--- config.mk ---
export PLATFORM = sky130hd
export DESIGN_NAME = multicycle_control
export DESIGN_NICKNAME = d
export VERILOG_FILES = /design/src/rtl/multicycle_control.sv
export SDC_FILE = /design/constraint.sdc
export NUM_CORES = 1
export LEC_CHECK = 0
export CORE_ASPECT_RATIO = 0.75
export CORE_MARGIN = 1
export CORE_UTILIZATION = 25
export CTS_BUF_LIST = sky130_fd_sc_hd__clkbuf_4 sky130_fd_sc_hd__clkbuf_8
export DETAILED_ROUTE_END_ITERATION = 10
export PLACE_DENSITY_LB_ADDON = 0.2
export SLEW_MARGIN = 20
export SYNTH_ARGS = -nofsm -noshare
export SYNTH_HDL_FRONTEND = slang
export SYNTH_SLANG_ARGS = --single-unit
--- constraint.sdc ---
create_clock -name clk -period 2 [get_ports clk]
set_input_delay 0.4 -clock clk [delete_from_list [all_inputs] [get_ports clk]]
set_output_delay 0.4 -clock clk [all_outputs]
set_load 0.02 [all_outputs]
--- src/rtl/multicycle_control.sv ---
// rtl/multicycle_control.sv - Moore FSM sequencing the multicycle MIPS-style datapath
//
// Ports:
//   clk       - single clock, rising edge
//   reset     - synchronous, active-high; forces FETCH0
//   Op        - opcode field from the instruction register
//   MemWrite  - memory write enable
//   IorD      - memory address select (0 = PC, 1 = ALUOut)
//   IRWrite   - instruction register load
//   PCWrite   - unconditional PC load
//   Branch    - BEQ PC-load qualifier
//   RegWrite  - register file write strobe
//   MemtoReg  - write-back data select (1 = memory data)
//   RegDst    - destination register select (1 = rd)
//   ALUSrcA   - ALU A select (0 = PC, 1 = register A)
//   ALUSrcB   - ALU B select (00 = B, 01 = 4, 10 = imm, 11 = imm<<2)
//   ALUOp     - ALU decoder class
//   PCSrc     - next-PC select
//   state_o   - current state encoding for debug
module multicycle_control #(
    parameter int STATE_WIDTH = 4
) (
    input  logic                   clk,
    input  logic                   reset,
    input  logic [5:0]             Op,
    output logic                   MemWrite,
    output logic                   IorD,
    output logic                   IRWrite,
    output logic                   PCWrite,
    output logic                   Branch,
    output logic                   RegWrite,
    output logic                   MemtoReg,
    output logic                   RegDst,
    output logic                   ALUSrcA,
    output logic [1:0]             ALUSrcB,
    output logic [1:0]             ALUOp,
    output logic [1:0]             PCSrc,
    output logic [STATE_WIDTH-1:0] state_o
);

    localparam logic [5:0] OP_LW    = 6'b100011;
    localparam logic [5:0] OP_SW    = 6'b101011;
    localparam logic [5:0] OP_RTYPE = 6'b000000;
    localparam logic [5:0] OP_BEQ   = 6'b000100;
    localparam logic [5:0] OP_ADDI  = 6'b001000;
    localparam logic [5:0] OP_J     = 6'b000010;

    typedef enum logic [STATE_WIDTH-1:0] {
        FETCH0   = STATE_WIDTH'(0),
        FETCH1   = STATE_WIDTH'(1),
        DECODE   = STATE_WIDTH'(2),
        MEMADR   = STATE_WIDTH'(3),
        MEMREAD  = STATE_WIDTH'(4),
        MEMWAIT  = STATE_WIDTH'(5),
        MEMWB    = STATE_WIDTH'(6),
        MEMWRITE = STATE_WIDTH'(7),
        EXECUTE  = STATE_WIDTH'(8),
        ALUWB    = STATE_WIDTH'(9),
        BRANCH   = STATE_WIDTH'(10),
        ADDIEX   = STATE_WIDTH'(11),
        ADDIWB   = STATE_WIDTH'(12),
        JUMP     = STATE_WIDTH'(13)
    } state_t;

    typedef struct packed {
        logic       mem_write;
        logic       iord;
        logic       ir_write;
        logic       pc_write;
        logic       branch;
        logic       reg_write;
        logic       mem_to_reg;
        logic       reg_dst;
        logic       alu_src_a;
        logic [1:0] alu_src_b;
        logic [1:0] alu_op;
        logic [1:0] pc_src;
    } ctrl_t;

    state_t state;
    ctrl_t  ctrl;

    // Opcode is only consulted in DECODE and MEMADR; every other state
    // advances unconditionally. Unused encodings fall back to FETCH0.
    function automatic state_t next_of(input state_t s, input logic [5:0] op);
        state_t n;
        n = FETCH0;
        case (s)
            FETCH0:  n = FETCH1;
            FETCH1:  n = DECODE;
            DECODE: begin
                case (op)
                    OP_LW, OP_SW: n = MEMADR;
                    OP_RTYPE:     n = EXECUTE;
                    OP_BEQ:       n = BRANCH;
                    OP_ADDI:      n = ADDIEX;
                    OP_J:         n = JUMP;
                    default:      n = FETCH0;
                endcase
            end
            MEMADR:  n = (op == OP_LW) ? MEMREAD : MEMWRITE;
            MEMREAD: n = MEMWAIT;
            MEMWAIT: n = MEMWB;
            EXECUTE: n = ALUWB;
            ADDIEX:  n = ADDIWB;
            default: n = FETCH0;
        endcase
        return n;
    endfunction

    function automatic ctrl_t decode(input state_t s);
        ctrl_t c;
        c = '0;
        case (s)
            FETCH0: c.alu_src_b = 2'b01;
            FETCH1: begin
                c.ir_write  = 1'b1;
                c.pc_write  = 1'b1;
                c.alu_src_b = 2'b01;
            end
            DECODE: c.alu_src_b = 2'b11;
            MEMADR, ADDIEX: begin
                c.alu_src_a = 1'b1;
                c.alu_src_b = 2'b10;
            end
            MEMREAD, MEMWAIT: c.iord = 1'b1;
            MEMWB: begin
                c.reg_write  = 1'b1;
                c.mem_to_reg = 1'b1;
            end
            MEMWRITE: begin
                c.iord      = 1'b1;
                c.mem_write = 1'b1;
            end
            EXECUTE: begin
                c.alu_src_a = 1'b1;
                c.alu_op    = 2'b10;
            end
            ALUWB: begin
                c.reg_write = 1'b1;
                c.reg_dst   = 1'b1;
            end
            BRANCH: begin
                c.alu_src_a = 1'b1;
                c.alu_op    = 2'b01;
                c.branch    = 1'b1;
                c.pc_src    = 2'b01;
            end
            ADDIWB: c.reg_write = 1'b1;
            JUMP: begin
                c.pc_write = 1'b1;
                c.pc_src   = 2'b10;
            end
            default: c = '0;
        endcase
        return c;
    endfunction

    // Outputs are registered from the decode of the state being entered,
    // so they always reflect the state register without a combinational
    // path from Op.
    always_ff @(posedge clk) begin
        if (reset) begin
            state <= FETCH0;
            ctrl  <= decode(FETCH0);
        end else begin
            state <= next_of(state, Op);
            ctrl  <= decode(next_of(state, Op));
        end
    end

    assign MemWrite = ctrl.mem_write;
    assign IorD     = ctrl.iord;
    assign IRWrite  = ctrl.ir_write;
    assign PCWrite  = ctrl.pc_write;
    assign Branch   = ctrl.branch;
    assign RegWrite = ctrl.reg_write;
    assign MemtoReg = ctrl.mem_to_reg;
    assign RegDst   = ctrl.reg_dst;
    assign ALUSrcA  = ctrl.alu_src_a;
    assign ALUSrcB  = ctrl.alu_src_b;
    assign ALUOp    = ctrl.alu_op;
    assign PCSrc    = ctrl.pc_src;
    assign state_o  = state;

endmodule

-- Word level (Yosys, flattened, before mapping)
Cells that the tools add are included.
- output and inout bits: 19
- bits of input ports: 8
- flip-flop bits (word level): 19
- word-level logic and storage cells: 64
- equality and inequality tests: 25
- reduce and logical (&&, ||, !) cells: 10
- muxes and demuxes: 16
- operators by type and width (operator ; number):
    $eq A4 B4 Y1 const B ; 8
    $pmux W4 S8 ; 1
    $eq A4 B3 Y1 const B ; 6
    $pmux W4 S5 ; 1
    $eq A4 B2 Y1 const B ; 4
    $eq A6 B6 Y1 const B ; 2
    $mux W1 ; 9
    $eq A4 B1 Y1 const B ; 2
    $logic_not A4 Y1 ; 2
    $pmux W2 S2 ; 2
    $reduce_or A2 Y1 ; 4
    $eq A6 B2 Y1 const B ; 1
    $eq A6 B3 Y1 const B ; 1
    $eq A6 B4 Y1 const B ; 1
    $logic_not A6 Y1 ; 1
    $pmux W2 S3 ; 1
    $reduce_or A3 Y1 ; 2
    $mux W4 ; 1
    $reduce_or A4 Y1 ; 1
    $mux W2 ; 1

-- Depth between registers and ports, before layout
Gate-level depths: netlist of the first run.
- depth after elaboration: 8
- depth in mapped cells: 7
- mapped depth without buffers: 5

-- Worst setup path after synthesis of the first run
Ideal clock, no wire load.
- path type: reg-to-reg
- from: reg state[0] (netlist: state_o[0])
- to: reg ctrl, in the netlist ALUSrcB[0]
- period minus slack after synthesis: 1730 ps
- arrival: 1615 ps
- data required time: 1885 ps
- setup slack: 270 ps
- setup time: 115 ps
- buffers on the path: 1
- stages on the path, launching flop included: 7
- cells stage by stage: dfxtp_1 -> buf_2 -> inv_1 -> a2111o_1 -> o32ai_4 -> nand2_4 -> a31o_1
- word-level cells in the longest chain between the ends: 6
- elaborated cells on any way between the ends: 18
- classes of those cells: 11 x eq/ne; 3 x mux; 4 x reduce/logical
- ends and longest elaborated chain (element ; RTL line ; RTL):
    start: declaration ; 80 ; state_t state;
    start signal: assignment ; 167 ; state <= next_of(state, Op);
    $eq A4 B4 Y1, or another cell as far along ; 88 ; case (s)
    $pmux W4 S8 * ; 88 ;
    $mux W4 * ; 163 ; if (reset) begin
    $eq A4 B2 Y1, or another cell as far along ; 114 ; case (s)
    $reduce_or A2 Y1 (on tied branches) ; -- ;
    $pmux W2 S3 * ; 114 ;
    end signal: assignment ; 165 ; ctrl <= decode(FETCH0);
    end signal: assignment ; 168 ; ctrl <= decode(next_of(state, Op));
    end: declaration ; 81 ; ctrl_t ctrl;
Mark *: on every way between the ends. The rest lies on a longest branch, timed or not. The select of a mux whose other input is x is not followed.
A chain may end at the register's enable or synchronous reset.

-- Worst setup path in the final report of the first run
- from: in Op[3]
- to: reg ctrl, in the netlist PCSrc[1]
- word-level cells in the longest chain between the ends: 7
- elaborated cells on any way between the ends: 14
- classes of those cells: 7 x eq/ne; 5 x mux; 2 x reduce/logical
- ends and longest elaborated chain (element ; RTL line ; RTL):
    start: declaration ; 25 ; input logic [5:0] Op,
    $eq A6 B6 Y1 (on tied branches) ; 92, 101 ;
    $reduce_or A2 Y1 ; 92 ; case (op)
    $pmux W4 S5 ; 92 ;
    $pmux W4 S8 * ; 88 ;
    $mux W4 * ; 163 ;
    $eq A4 B4 Y1 ; 114 ;
    $pmux W2 S2 * ; 114 ;
Marks and branches as above.

==> reports/results.ini, run 1 <==
[power_and_ir_drop]
powerDensity_nw_per_um2 = 907
vdd_drop_max_mv = 0.361
leakagePower_nw = 0.441

[clock_tree]
ctsLongestPathBuffers = 2
cts_made_buffers = 3
ctsHoldBuffers = 0
cts_setup_buffers = 0
cts-root-buf = clkbuf_8
cts-resized-gates = 0
clkSinkCount = 17
cts_tree = yes
clk_latency_ns = 0.25
htreeDepth = 1
clk_pin_slew_ns = 0.06

[yosys]
postSynthAreaPerCell_um2 = 9.46
ys_ff_latch = 17
synth_area_um2 = 805
syn_nets = 93
synth_cell_type_count = 38
synth.yosys.seq_area_share_pct = 42.3
yosysWarnings = 0
syn_inst = 85

[route]
drtIter0Drc = 14
firstDrtPassIters = 4
dr_total_vias = 744
routed_wl_um = 1850
ant_nets = 0
wl_per_cell_um = 11.6
remaining_drc_errors = 0
drt-vias-per-instance = 4.65

[timing]
timing.fmax_mhz = 523
worst_slew_pin_slew_ns = 0.400
setup_viol = 0
hold_slack_ns = 0.685
clock_skew_ns = 0.00145
period_needed_ns = 1.91
finalCritPeriodShare_pct = 95.6
slew_viol_final = 0
relSlewSlack_pct = 73.3
rsz0062_at_grt = no
finalHoldViolCount = 0

[cells_and_area]
stdcell_count = 160
fillerInstances = 295
regArea_um2 = 340
final_core_util_pct = 40.6
multi_input_comb_area_um2 = 418
area_growth_pct = 51.2
num-nets-final = 131
drive_gt1_share_pct = 20.5
antennaDiodeCount = 0
finalInstanceArea_um2 = 1220

[global_routing]
grt_pass1_wl_um = 3120
grt_pass1_vias = 698
grt_use_total_pct = 12.2
grt_max_degree = 12
antenna_found_initial = 0
overflow = 0

[die]
rows = 17
start_util_pct = 26.8
die_area_um2 = 3450
coreArea_um2 = 3000
die_y_um = 51.1
die_w_um = 67.5
io_pins = 27

[setup_path]
critical_path.most_common_cell = nor3_1
arrival_ns = 2.09
crit_slowest_cell = clkdlybuf4s50_1
crit_family = simple AND/OR/NAND/NOR gates
critical_path.max_fanout = 6
startpoint_type = primary input
critPathKind = primary input to register
crit_buf_inv = 1
crit_chain = clkdlybuf4s50_1 -> nor3_1 -> a2111o_1 -> nand4b_2 -> nand2b_1 -> nor3_1
cpPeakStageDelay_ns = 0.51
end_kind = register
crit_required_ns = 2.17

[flow_run]
cap_violations = 0

[placement]
dp_hpwl_um = 1450
place_area_um2 = 1170
place.gp.congestion = 0.872
port_buffers = 26
dpl.cell_count = 156

[min_path]
hold_path_class = register to register

[outcome]
status = completed

## cells by family after synthesis
kind of cell | Yosys count | share of synthesized area (%)
xor gates and xnor gates | 1 | 1.09
and+or+nand+nor | 42 | 32.5
AOI/OAI and AO/OA | 17 | 18.4
buffers and inverters | 8 | 5.75
DFF | 17 | 42.3
## flip-flops by register name (all words and copies together) (netlist names)
name / count
ALUSrcB: 2
IRWrite: 1
ALUSrcA: 1
RegDst: 1
PCWrite: 1
PCSrc: 2
IorD: 1
MemtoReg: 1
ALUOp: 1
state_o: 4
MemWrite: 1
RegWrite: 1
## cell type report
| class | count | area share, % |
|---|---|---|
| multi-input combinational | 60 | 34.4 |
| timing repair buffer | 38 | 28.8 |
| sequential | 17 | 28.0 |
| clock buffer | 4 | 4.01 |
| tap | 38 | 3.91 |
| inverter | 3 | 0.926 |
## final timing paths
kind / start / end / slack (ns) / cells after the start
worst min-delay path: state_o[0] / ALUSrcB[1] / 0.69 / 2
worst max-delay path: Op[3] / PCSrc[1] / 0.09 / 6
worst max register to register: state_o[0] / ALUSrcB[0] / 0.28 / 5
worst min register to register: state_o[0] / ALUSrcB[1] / 0.69 / 2
## placed cells by master, fill, tap and decap left out
| cell | synthesis | routed |
|---|---|---|
| or2_1 | 1 | 1 |
| nand2_4 | 1 | 1 |
| a211oi_2 | 2 | 2 |
| clkbuf_8 | 0 | 3 |
| nand4b_1 | 1 | 1 |
| a21oi_1 | 6 | 6 |
| a2111o_1 | 1 | 1 |
| buf_4 | 2 | 12 |
| o21a_1 | 1 | 1 |
| nor4_1 | 2 | 2 |
| nand3_1 | 1 | 1 |
| dfxtp_1 | 17 | 17 |
| o2111ai_1 | 1 | 1 |
| clkbuf_4 | 0 | 1 |
| nand2b_1 | 3 | 3 |
| a31o_1 | 1 | 1 |
| nor4b_1 | 1 | 1 |
| nor2b_1 | 4 | 4 |
| or2b_1 | 2 | 2 |
| or2_2 | 1 | 1 |
| o21ai_0 | 1 | 1 |
| nor3b_2 | 1 | 1 |
| o22a_1 | 1 | 1 |
| nand3b_1 | 1 | 1 |
| nor2_1 | 10 | 10 |
| xor2_1 | 1 | 1 |
| o22ai_1 | 1 | 1 |
| nand4b_2 | 1 | 1 |
| nand2_1 | 4 | 4 |
| a41oi_1 | 1 | 1 |
| and3_4 | 1 | 1 |
| nor3_1 | 4 | 4 |
| clkdlybuf4s50_1 | 0 | 26 |
| and3_1 | 1 | 1 |
| nand4_1 | 1 | 1 |
| o32ai_4 | 1 | 1 |
| inv_1 | 3 | 3 |
| nor4_2 | 1 | 1 |
## routing by layer
layer | up-vias | part of all wire, % | GRT usage, %
met2 | 20 | 46 | 18.5
met3 | 0 | 4.3 | 4.69
met5 | - | 0 | 0
met4 | 0 | 0 | 4.26
li1 | 376 | - | -
met1 | 348 | 50 | 15.7
## where the power goes
part | internal, mW | total, mW | switching, mW
Combinational | 0.218 | 0.422 | 0.204
Clock | 0.155 | 0.266 | 0.111
Sequential | 0.378 | 0.415 | 0.0371
Total | 0.751 | 1.10 | 0.352
## synthesized netlist by cell type
cell type | number | area share, %
nand4b_1 | 1 | 1.1
nand3_1 | 1 | 0.62
buf_4 | 2 | 1.9
nand2b_1 | 3 | 2.3
nand3b_1 | 1 | 0.93
a211oi_2 | 2 | 3.1
buf_2 | 1 | 0.62
o32ai_4 | 1 | 3.4
nor2_1 | 10 | 4.7
nor3_1 | 4 | 2.5
nor4_2 | 1 | 1.6
a2111o_1 | 1 | 1.4
a31o_1 | 1 | 1.1
a41oi_1 | 1 | 1.1
o22a_1 | 1 | 1.1
o21ai_0 | 1 | 0.62
or2b_1 | 2 | 1.9
o22ai_1 | 1 | 0.78
or2_2 | 1 | 0.78
dfxtp_1 | 17 | 42
nand2_4 | 1 | 1.4
o2111ai_1 | 1 | 1.1
inv_1 | 3 | 1.4
nand2_1 | 4 | 1.9
and3_4 | 1 | 1.4
nand4b_2 | 1 | 1.9
nor2b_1 | 4 | 3.1
nor3b_2 | 1 | 1.6
nand4_1 | 1 | 0.78
or2_1 | 1 | 0.78
clkbuf_1 | 1 | 0.47
buf_6 | 1 | 1.4
a21oi_1 | 6 | 3.7
and3_1 | 1 | 0.78
nor4b_1 | 1 | 1.1
o21a_1 | 1 | 0.93
nor4_1 | 2 | 1.6
xor2_1 | 1 | 1.1
## metrics by stage
step	setup slack (ns)	setup TNS, ns	total power [mW]
floorplan	0.270	0	0.663
global placement	-0.179	-1.06	0.846
detailed placement	-0.175	-1.49	0.845
CTS	0.0878	0	1.11
global route	0.00135	0	1.17
finish	0.0879	0	1.10
## worst reg2reg max path, stage by stage (launching register included)
cell and delay (ns):
dfxtp_1 0.56, inv_1 0.08, a2111o_1 0.47, o32ai_4 0.20, nand2_4 0.08, a31o_1 0.22
Power figures use the tool's default switching activity.
==> run 2, diff against run 1 <==
- GPL_ROUTABILITY_DRIVEN: not set -> 0
==> results of run 2 <==
Final layout, timing and power as in run 1 (identical DEF).
==> run 3, diff against run 2 <==
- SKIP_LAST_GASP: not set -> 1
==> results of run 3 <==
Final layout, timing and power as in run 1 (identical DEF).
